==> src/rtl/busqueda_pkg.sv <==
// busqueda_pkg: shared state encodings and default widths for the window search engine
package busqueda_pkg;
  localparam int ADDR_W_DEF = 14;
  localparam int CH_W_DEF = 8;
  localparam int ID_W_DEF = 2;
  localparam logic [3:0] S_IDLE = 4'd0;
  localparam logic [3:0] S_RD = 4'd1;
  localparam logic [3:0] S_CMP = 4'd2;
  localparam logic [3:0] S_MARK_BOTH = 4'd3;
  localparam logic [3:0] S_MARK_REF = 4'd4;
  localparam logic [3:0] S_VEC_WR = 4'd5;
  localparam logic [3:0] S_NEXT_REF = 4'd6;
  localparam logic [3:0] S_NEXT_ACT = 4'd7;
  localparam logic [3:0] S_DRAIN_RD = 4'd8;
  localparam logic [3:0] S_DRAIN_CHK = 4'd9;
  localparam logic [3:0] S_DRAIN_WR = 4'd10;
  localparam logic [3:0] S_FINISH = 4'd11;
endpackage

==> src/rtl/busqueda_param_pix_match.sv <==
// pix_match: per-channel absolute difference against a tolerance, all three channels must pass
module pix_match #(
  parameter int CH_W = 8
) (
  input  logic [3*CH_W-1:0] a,
  input  logic [3*CH_W-1:0] b,
  input  logic [CH_W-1:0]   tol,
  output logic              match
);
  logic [2:0] ok;
  for (genvar g = 0; g < 3; g++) begin : g_ch
    logic [CH_W:0] x, y, d;
    assign x = {1'b0, a[g*CH_W +: CH_W]};
    assign y = {1'b0, b[g*CH_W +: CH_W]};
    assign d = x >= y ? x - y : y - x;
    assign ok[g] = d <= {1'b0, tol};
  end
  assign match = &ok;
endmodule

==> src/rtl/busqueda_param.sv <==
// busqueda_param: pairs ref pixels with matching act pixels, emits motion vectors, then drains ref pixels
module busqueda_param
  import busqueda_pkg::*;
#(
  parameter int ADDR_W = ADDR_W_DEF,
  parameter int CH_W = CH_W_DEF,
  parameter int ID_W = ID_W_DEF
) (
  input  logic                  clk_fsm,
  input  logic                  rst,
  input  logic                  start,
  output logic                  finish,
  output logic                  idle,
  input  logic [ID_W-1:0]       cont_img,
  input  logic [ADDR_W-1:0]     window_limit,
  input  logic [CH_W-1:0]       match_tol,
  input  logic                  stream_all,
  input  logic                  vector_wait_fifo,
  input  logic                  img_wait_fifo,
  output logic [ID_W+2*ADDR_W-1:0] vector_me,
  output logic                  vector_wr_req,
  output logic [ID_W+3*CH_W-1:0] img_mb,
  output logic                  img_wr_req,
  input  logic [3*CH_W:0]       data_rd_img_ref,
  input  logic [3*CH_W:0]       data_rd_img_act,
  output logic [ADDR_W-1:0]     add_img_ref,
  output logic [ADDR_W-1:0]     add_img_act,
  output logic [3*CH_W:0]       data_wr_img_ref,
  output logic [3*CH_W:0]       data_wr_img_act,
  output logic                  wr_enable_ref,
  output logic                  wr_enable_act,
  output logic [ADDR_W-1:0]     vec_count,
  output logic [ADDR_W-1:0]     pix_count,
  output logic [3:0]            real_state
);
  localparam int PW = 3 * CH_W;
  logic [3:0] state, state_nx;
  logic [ADDR_W-1:0] ref_idx, act_idx, vec_cnt, pix_cnt;
  logic [PW-1:0] ref_pix, act_pix;
  logic [ADDR_W:0] ref_inc, act_inc, lim;
  logic pix_eq, same, hit, ref_last, act_more, drain_take, vec_fire, img_fire;
  pix_match #(.CH_W(CH_W)) u_match (
    .a(data_rd_img_ref[PW-1:0]),
    .b(data_rd_img_act[PW-1:0]),
    .tol(match_tol),
    .match(pix_eq)
  );
  assign lim = {1'b0, window_limit};
  assign ref_inc = {1'b0, ref_idx} + (ADDR_W+1)'(1);
  assign act_inc = {1'b0, act_idx} + (ADDR_W+1)'(1);
  assign ref_last = ref_inc >= lim;
  assign act_more = act_inc < lim;
  assign same = ref_idx == act_idx;
  assign hit = pix_eq && !(data_rd_img_act[PW] && !same);
  assign drain_take = stream_all || !data_rd_img_ref[PW];
  assign vec_fire = state == S_VEC_WR && !vector_wait_fifo;
  assign img_fire = state == S_DRAIN_WR && !img_wait_fifo;
  assign idle = state == S_IDLE;
  assign finish = state == S_FINISH;
  assign vector_wr_req = vec_fire;
  assign img_wr_req = img_fire;
  assign wr_enable_ref = state == S_MARK_BOTH || state == S_MARK_REF;
  assign wr_enable_act = state == S_MARK_BOTH;
  assign vector_me = {cont_img, ref_idx, act_idx};
  assign img_mb = {cont_img, ref_pix};
  assign data_wr_img_ref = {1'b1, ref_pix};
  assign data_wr_img_act = {1'b1, act_pix};
  assign add_img_ref = ref_idx;
  assign add_img_act = act_idx;
  assign vec_count = vec_cnt;
  assign pix_count = pix_cnt;
  assign real_state = state;
  // next-state selection; FIFO-full inputs hold the write states in place
  always_comb begin
    state_nx = S_IDLE;
    case (state)
      S_IDLE:      state_nx = start ? (window_limit == '0 ? S_FINISH : S_RD) : S_IDLE;
      S_RD:        state_nx = S_CMP;
      S_CMP:       state_nx = hit ? (same ? S_MARK_BOTH : S_VEC_WR) : (act_more ? S_NEXT_ACT : S_MARK_REF);
      S_MARK_BOTH: state_nx = S_NEXT_REF;
      S_MARK_REF:  state_nx = S_NEXT_REF;
      S_VEC_WR:    state_nx = vector_wait_fifo ? S_VEC_WR : S_MARK_BOTH;
      S_NEXT_REF:  state_nx = ref_last ? S_DRAIN_RD : S_RD;
      S_NEXT_ACT:  state_nx = S_RD;
      S_DRAIN_RD:  state_nx = S_DRAIN_CHK;
      S_DRAIN_CHK: state_nx = drain_take ? S_DRAIN_WR : (ref_last ? S_FINISH : S_DRAIN_RD);
      S_DRAIN_WR:  state_nx = img_wait_fifo ? S_DRAIN_WR : (ref_last ? S_FINISH : S_DRAIN_RD);
      default:     state_nx = S_IDLE;
    endcase
  end
  // state, window indices, pixel latches and search counters
  always_ff @(posedge clk_fsm) begin
    if (rst) begin
      state <= S_IDLE;
      ref_idx <= '0;
      act_idx <= '0;
      vec_cnt <= '0;
      pix_cnt <= '0;
      ref_pix <= '0;
      act_pix <= '0;
    end else begin
      state <= state_nx;
      if (state == S_IDLE && start) begin
        ref_idx <= '0;
        act_idx <= '0;
        vec_cnt <= '0;
        pix_cnt <= '0;
      end
      if (state == S_CMP) begin
        ref_pix <= data_rd_img_ref[PW-1:0];
        act_pix <= data_rd_img_act[PW-1:0];
      end
      if (state == S_DRAIN_CHK) ref_pix <= data_rd_img_ref[PW-1:0];
      if (state == S_NEXT_REF) begin
        ref_idx <= ref_last ? '0 : ref_inc[ADDR_W-1:0];
        act_idx <= ref_inc[ADDR_W-1:0];
      end
      if (state == S_NEXT_ACT) act_idx <= act_inc[ADDR_W-1:0];
      if ((state == S_DRAIN_CHK && !drain_take) || img_fire) ref_idx <= ref_inc[ADDR_W-1:0];
      if (vec_fire) vec_cnt <= vec_cnt + ADDR_W'(1);
      if (img_fire) pix_cnt <= pix_cnt + ADDR_W'(1);
    end
  end
endmodule

==> config.mk <==
export PLATFORM = sky130hd
export DESIGN_NAME = busqueda_param
export DESIGN_NICKNAME = d
export VERILOG_FILES = /design/src/rtl/busqueda_pkg.sv /design/src/rtl/busqueda_param_pix_match.sv /design/src/rtl/busqueda_param.sv
export SDC_FILE = /design/constraint.sdc
export NUM_CORES = 1
export LEC_CHECK = 0
export CAP_MARGIN = 30
export CELL_PAD_IN_SITES_DETAIL_PLACEMENT = 2
export CELL_PAD_IN_SITES_GLOBAL_PLACEMENT = 2
export CORE_MARGIN = 5
export CORE_UTILIZATION = 31
export CTS_BUF_LIST = sky130_fd_sc_hd__clkbuf_2 sky130_fd_sc_hd__clkbuf_4 sky130_fd_sc_hd__clkbuf_8
export DETAILED_ROUTE_END_ITERATION = 7
export PLACE_DENSITY = 0.87
export SLEW_MARGIN = 40
export SYNTH_ARGS = -nofsm -noshare
export SYNTH_HDL_FRONTEND = slang
export SYNTH_SLANG_ARGS = --single-unit
==> constraint.sdc <==
create_clock -name clk_fsm -period 9.1 [get_ports clk_fsm]
set_input_delay 2.275 -clock clk_fsm [delete_from_list [all_inputs] [get_ports clk_fsm]]
set_output_delay 2.275 -clock clk_fsm [all_outputs]
set_load 0.05 [all_outputs]
==> results of run 1 <==
## power by group through the flow
stage	combinational [mW]	clock (mW)	sequential (mW)
2_1_floorplan	0.612	0	0.757
3_3_place_gp	1.10	0	0.599
3_5_place_dp	1.14	0	0.604
4_1_cts	1.15	0.347	0.594
5_1_grt	1.22	0.362	0.603
6_report	1.14	0.332	0.593
## logic make-up after synthesis
| kind of cell | after synthesis | share of synthesized area |
|---|---|---|
| compound gates | 266 | 0.197 |
| xor+xnor | 60 | 0.0580 |
| fa+ha+maj | 109 | 0.156 |
| buf+inv | 206 | 0.117 |
| flops | 108 | 0.239 |
| mux | 41 | 0.0467 |
| other cells | 1 | 0.000414 |
| simple gates | 355 | 0.187 |
## state kept, by name (all words and copies together) (netlist names)
signal / flops
ref_pix: 24
vec_count: 14
real_state: 4
add_img_ref: 14
pix_count: 14
add_img_act: 14
act_pix: 24
## worst paths after layout
| kind | from | end |
|---|---|---|
| max | data_rd_img_ref[9] | real_state[2] |
| min | act_pix[3] | act_pix[3] |
| max reg2reg | add_img_ref[0] | add_img_ref[10] |
| min reg2reg | act_pix[3] | act_pix[3] |
## worst max-delay path, stage by stage
cell             delay [ps]
clkdlybuf4s50_1         620
inv_1                   130
ha_1                    350
nor2b_1                 160
o31a_1                  270
o41ai_2                 440
o21ai_4                 190
mux2i_1                 260
a21oi_1                 100
o21ai_1                 200
xor2_1                  300
ha_1                    340
o21ai_0                 130
a2bb2oi_1               100
o221a_2                 130
a31oi_1                 170
nand4_1                 140
or4_1                   520
a21oi_1                 190
nor2_1                   50
## cell type report
| type | count | share of cell area |
|---|---|---|
| Clock buffer | 9 | 0.0107 |
| Inverter | 93 | 0.0303 |
| Antenna cell | 1 | 0.000217 |
| Tap cell | 384 | 0.0416 |
| Sequential cell | 108 | 0.187 |
| Clock inverter | 7 | 0.00770 |
| Timing Repair Buffer | 248 | 0.214 |
| Multi-Input combinational cell | 833 | 0.508 |
## per-stage QoR
stage | setup slack (ps) | power (mW) | utilization
4_1_cts | 2350 | 2.09 | 0.401
3_5_place_dp | 2030 | 1.75 | 0.393
5_1_grt | 2060 | 2.19 | 0.401
2_1_floorplan | 3340 | 1.37 | -
6_report | 2330 | 2.07 | 0.401
3_3_place_gp | 2290 | 1.69 | 0.393
## layout by cell type (no fill, tap or decap), types with 12 or more instances in the layout
cell type / synthesis / final
nor2_1: 112 / 110
nand3_1: 34 / 34
ha_1: 103 / 103
a22oi_1: 12 / 12
mux2i_1: 33 / 33
a21o_1: 25 / 25
nand2_1: 105 / 105
xnor2_1: 25 / 25
xor2_1: 35 / 35
o21ai_0: 39 / 39
a21oi_1: 91 / 91
inv_1: 91 / 91
dfxtp_1: 108 / 108
and3_1: 19 / 19
nand4_1: 16 / 16
clkdlybuf4s50_1: 0 / 242
## per-layer routing
layer	GRT usage	up-vias
met5	0	-
met4	0.0396	0
met3	0.0338	28
met2	0.386	189
met1	0.247	4391
li1	-	4226
==> impl_metrics.tcl, run 1 <==
set metrics [dict create \
    yosysSeqAreaShare 0.239 \
    dieArea_um2 32700 \
    cp-start-kind "primary input" \
    drv_cap 0 \
    initial_core_util 0.315 \
    vias 8834 \
    grt_antenna_before_repair 1 \
    holdPathStages 2 \
    grt_start_max_net_pins 58 \
    place_area_um2 11300 \
    wl_met3_um 1280 \
    cts-htree-levels 3 \
    clkPwrFrac 0.161 \
    yosysTopAreaCell "dfxtp_1" \
    power_frac_comb 0.552 \
    holdWs_ps 468 \
    cts-root-buf "clkbuf_8" \
    ys_warn_count 0 \
    cts_tree "built" \
    drt_iter0_markers 425 \
    row_count 62 \
    synth_ff_type "dfxtp_1" \
    finalMaxSlewViolations 0 \
    seqPwrFrac 0.287 \
    overflow 0 \
    layout-drive-gt1-share 0.0478 \
    hpwl_um 28000 \
    hold_viol_final 0 \
    ys_top_cells_by_count "nor2_1 (112), dfxtp_1 (108), nand2_1 (105)" \
    synth_top_area_share 0.239 \
    clk_path_buf_depth 2 \
    max-slew-margin-rel 0.495 \
    drt-met1-wl_um 15200 \
    yosys_register_bits 108 \
    viasPerCell 5.25 \
    synth_edf_count 0 \
    regToRegSetupSlack_ps 4400 \
    power.switching_mw 1.04 \
    cts_resized 0 \
    synthMostInstantiatedCell "nor2_1" \
    synthArstFlopShare 0 \
    drt_wl_total_um 34900 \
    r2r_cells 14 \
    clock-sinks 108 \
    setup-violations-final 0 \
    post-route-period-util 0.744 \
    grt_usage 0.206 \
    rsz0062_at_grt "false" \
    intPower_mw 1.03 \
    p_leak_nw 4.82 \
    chipHeight_um 181 \
    grt_first_pass_wirelength_um 55200 \
    worstPathMaxFanout 10 \
    tns_ps 0 \
    irDropWorstVdd_v 0.000101 \
    dp_cells 1666 \
    worstSetupPathType "in2reg" \
    arrival_ps 7080 \
    netlist_area_um2 9060 \
    ctsHoldBuffers 0 \
    globalplace.congestion 0.876 \
    syn_area_per_cell_um2 7.90 \
    dr.pass1.iters 5 \
    area_growth_pct 27.4 \
    instances_no_fill 1683 \
    drtAntennaViolNets 0 \
    clk_pin_slew_ps 110 \
    post_cts.repair.setup_buffers 0 \
    finalCriticalPeriod_ps 6770 \
    dr_wl_met2_um 18000 \
    portBuffers 243 \
    worstPathRequired_ps 9400 \
    tightestPinTransition_ps 758 \
    multi_input_area_um2 5870 \
    regArea_um2 2160 \
    fin_skew_ps 25.4 \
    end_kind "flop" \
    first_global_vias 9835 \
    hold_class "reg2reg" \
    top_layer_used "met4" \
    p_per_area_nw_per_um2 179 \
    cts_buffers 9 \
    syn_inst 1146 \
    final_area_um2 11500 \
    clock_latency_ps 420 \
    avgRoutedWirePerCell_um 20.7 \
    status "finished, final reports clean" \
    drc_errors 0 \
    ys_top_cells_by_area "dfxtp_1 (24%), ha_1 (14%), buf_4 (5.1%)" \
    nets 1482 \
    sw_frac_of_total 0.503 \
    nFillCells 3299 \
    core_area_um2 28800 \
    synth.distinct_cells 83 \
    ios 252 \
    fmax_mhz 148 \
    die_x_um 181 \
]
No activity file was read; power rests on OpenSTA's default activity.
==> run 2: changes to the inputs <==
--- a/config.mk
+++ b/config.mk
@@ -9,10 +9,10 @@
 export CELL_PAD_IN_SITES_DETAIL_PLACEMENT = 2
 export CELL_PAD_IN_SITES_GLOBAL_PLACEMENT = 2
 export CORE_MARGIN = 5
-export CORE_UTILIZATION = 31
+export CORE_UTILIZATION = 26
 export CTS_BUF_LIST = sky130_fd_sc_hd__clkbuf_2 sky130_fd_sc_hd__clkbuf_4 sky130_fd_sc_hd__clkbuf_8
 export DETAILED_ROUTE_END_ITERATION = 7
-export PLACE_DENSITY = 0.87
+export PLACE_DENSITY = 0.77
 export SLEW_MARGIN = 40
 export SYNTH_ARGS = -nofsm -noshare
 export SYNTH_HDL_FRONTEND = slang
==> constraint.sdc (replaced) <==
create_clock -name clk_fsm -period 6 [get_ports clk_fsm]
set_input_delay 1.5 -clock clk_fsm [delete_from_list [all_inputs] [get_ports clk_fsm]]
set_output_delay 1.5 -clock clk_fsm [all_outputs]
set_load 0.05 [all_outputs]
==> impl_metrics.tcl, run 2 (same netlist as run 1, synthesis figures left out) <==
set metrics [dict create \
    dr.pass1.iters 4 \
    cts_buffers 9 \
    clock-sinks 108 \
    cts_tree "built" \
    holdWs_ps 465 \
    cts-root-buf "clkbuf_8" \
    chipHeight_um 197 \
    initial_core_util 0.263 \
    fmax_mhz 179 \
    portBuffers 243 \
    worstPathRequired_ps 6330 \
    hold_viol_final 0 \
    rsz0062_at_grt "false" \
    layout_commonest_cell "clkdlybuf4s50_1" \
    clock_latency_ps 420 \
    overflow 0 \
    die_x_um 197 \
    avgRoutedWirePerCell_um 19.5 \
    hpwl_um 28000 \
    drv_cap 0 \
    p_leak_nw 4.91 \
    grt_first_pass_wirelength_um 54700 \
    area_growth_pct 29.9 \
    cts-htree-levels 3 \
    ctsHoldBuffers 0 \
    cts_resized 0 \
    n_antenna_cell 0 \
    tightestPinTransition_ps 666 \
    arrival_ps 5900 \
    finalCriticalPeriod_ps 5580 \
    instances_no_fill 1767 \
    row_count 68 \
    fin_skew_ps 14.9 \
    dieArea_um2 38700 \
    drt_wl_total_um 34500 \
    finalMaxSlewViolations 0 \
    p_per_area_nw_per_um2 270 \
    nets 1496 \
    final_cell_mix "clkdlybuf4s50_1 (242), nor2_1 (111), dfxtp_1 (108)" \
    clk_pin_slew_ps 130 \
    worstSetupPathType "in2reg" \
    reg_top3 "act_pix: 24 flops, ref_pix: 24 flops" \
    grt_usage 0.175 \
    globalplace.congestion 0.821 \
    clk_path_buf_depth 2 \
    grt_start_max_net_pins 34 \
    status "finished, final reports clean" \
    ios 252 \
    cp-start-kind "primary input" \
    grt_antenna_before_repair 0 \
    drc_errors 0 \
    worstPathMaxFanout 8 \
    end_kind "flop" \
    max-slew-margin-rel 0.555 \
    core_area_um2 34500 \
    layout-drive-gt1-share 0.0572 \
    vias 8798 \
    setup-violations-final 0 \
    drt_iter0_markers 288 \
    drtAntennaViolNets 0 \
    post_cts.repair.setup_buffers 0 \
    post-route-period-util 0.930 \
    hold_class "reg2reg" \
    viasPerCell 4.98 \
    dp_cells 1751 \
    irDropWorstVdd_v 0.000135 \
    first_global_vias 9567 \
]
-- run 2: changes by cell type in the layout (fill, tap and decap cells not counted), sizes merged --
cell    delta
clkinv     -1
diode      -1
buf       +14
bufinv     +1
-- run 2: final timing paths --
check	from	slack [ps]	cells after the start	end
hold reg to reg	act_pix[23]	460	2	act_pix[23]
setup reg to reg	add_img_ref[0]	1370	14	add_img_ref[6]
setup / recovery	data_rd_img_ref[22]	420	20	real_state[2]
hold / removal	act_pix[23]	460	2	act_pix[23]
-- run 2: critical path: stages --
cell and delay, ps:
clkdlybuf4s50_1 530, inv_1 80, ha_1 430, nand2_1 160
o21ai_1 180, o211ai_1 140, nand2_1 270, mux2i_1 320
o221a_1 290, o21a_1 140, xnor2_1 110, ha_1 260
o21a_1 180, o211ai_1 180, a21oi_1 70, o22ai_1 190
nand4_1 140, or4_1 530, a21oi_1 160, nor2_1 50
-- run 2: cell type report --
type | count | area (um2)
well taps | 455 | 569
inverters | 93 | 349
multi-input cells | 833 | 5860
fillers | 3977 | 22700
flip-flops and latches | 108 | 2160
repair buffers | 262 | 2600
clock inverters | 7 | 103
clock buffers | 9 | 124
-- run 2: per-stage QoR --
stage	power (mW)	area [um2]	util	worst slack (ps)	TNS, ps
after global routing	3.36	11800	0.342	121	0
after floorplan	2.08	9060	-	1010	0
after CTS	3.23	11800	0.342	448	0
after global placement	2.61	11500	0.334	239	0
after detailed placement	2.66	11500	0.335	-18.7	-18.7
final	3.17	11800	0.342	423	0
-- run 2: metal layers --
metal	track usage	wire length (um)
met1	0.223	15600
met2	0.314	17300
met3	0.0301	1320
met4	0.0308	313
met5	0	0
-- run 2: report_power, final --
part,leakage [nW],switching [mW],internal (mW)
registers,0.874,0.0963,0.799
logic,3.92,1.14,0.595
clock network,0.114,0.333,0.210
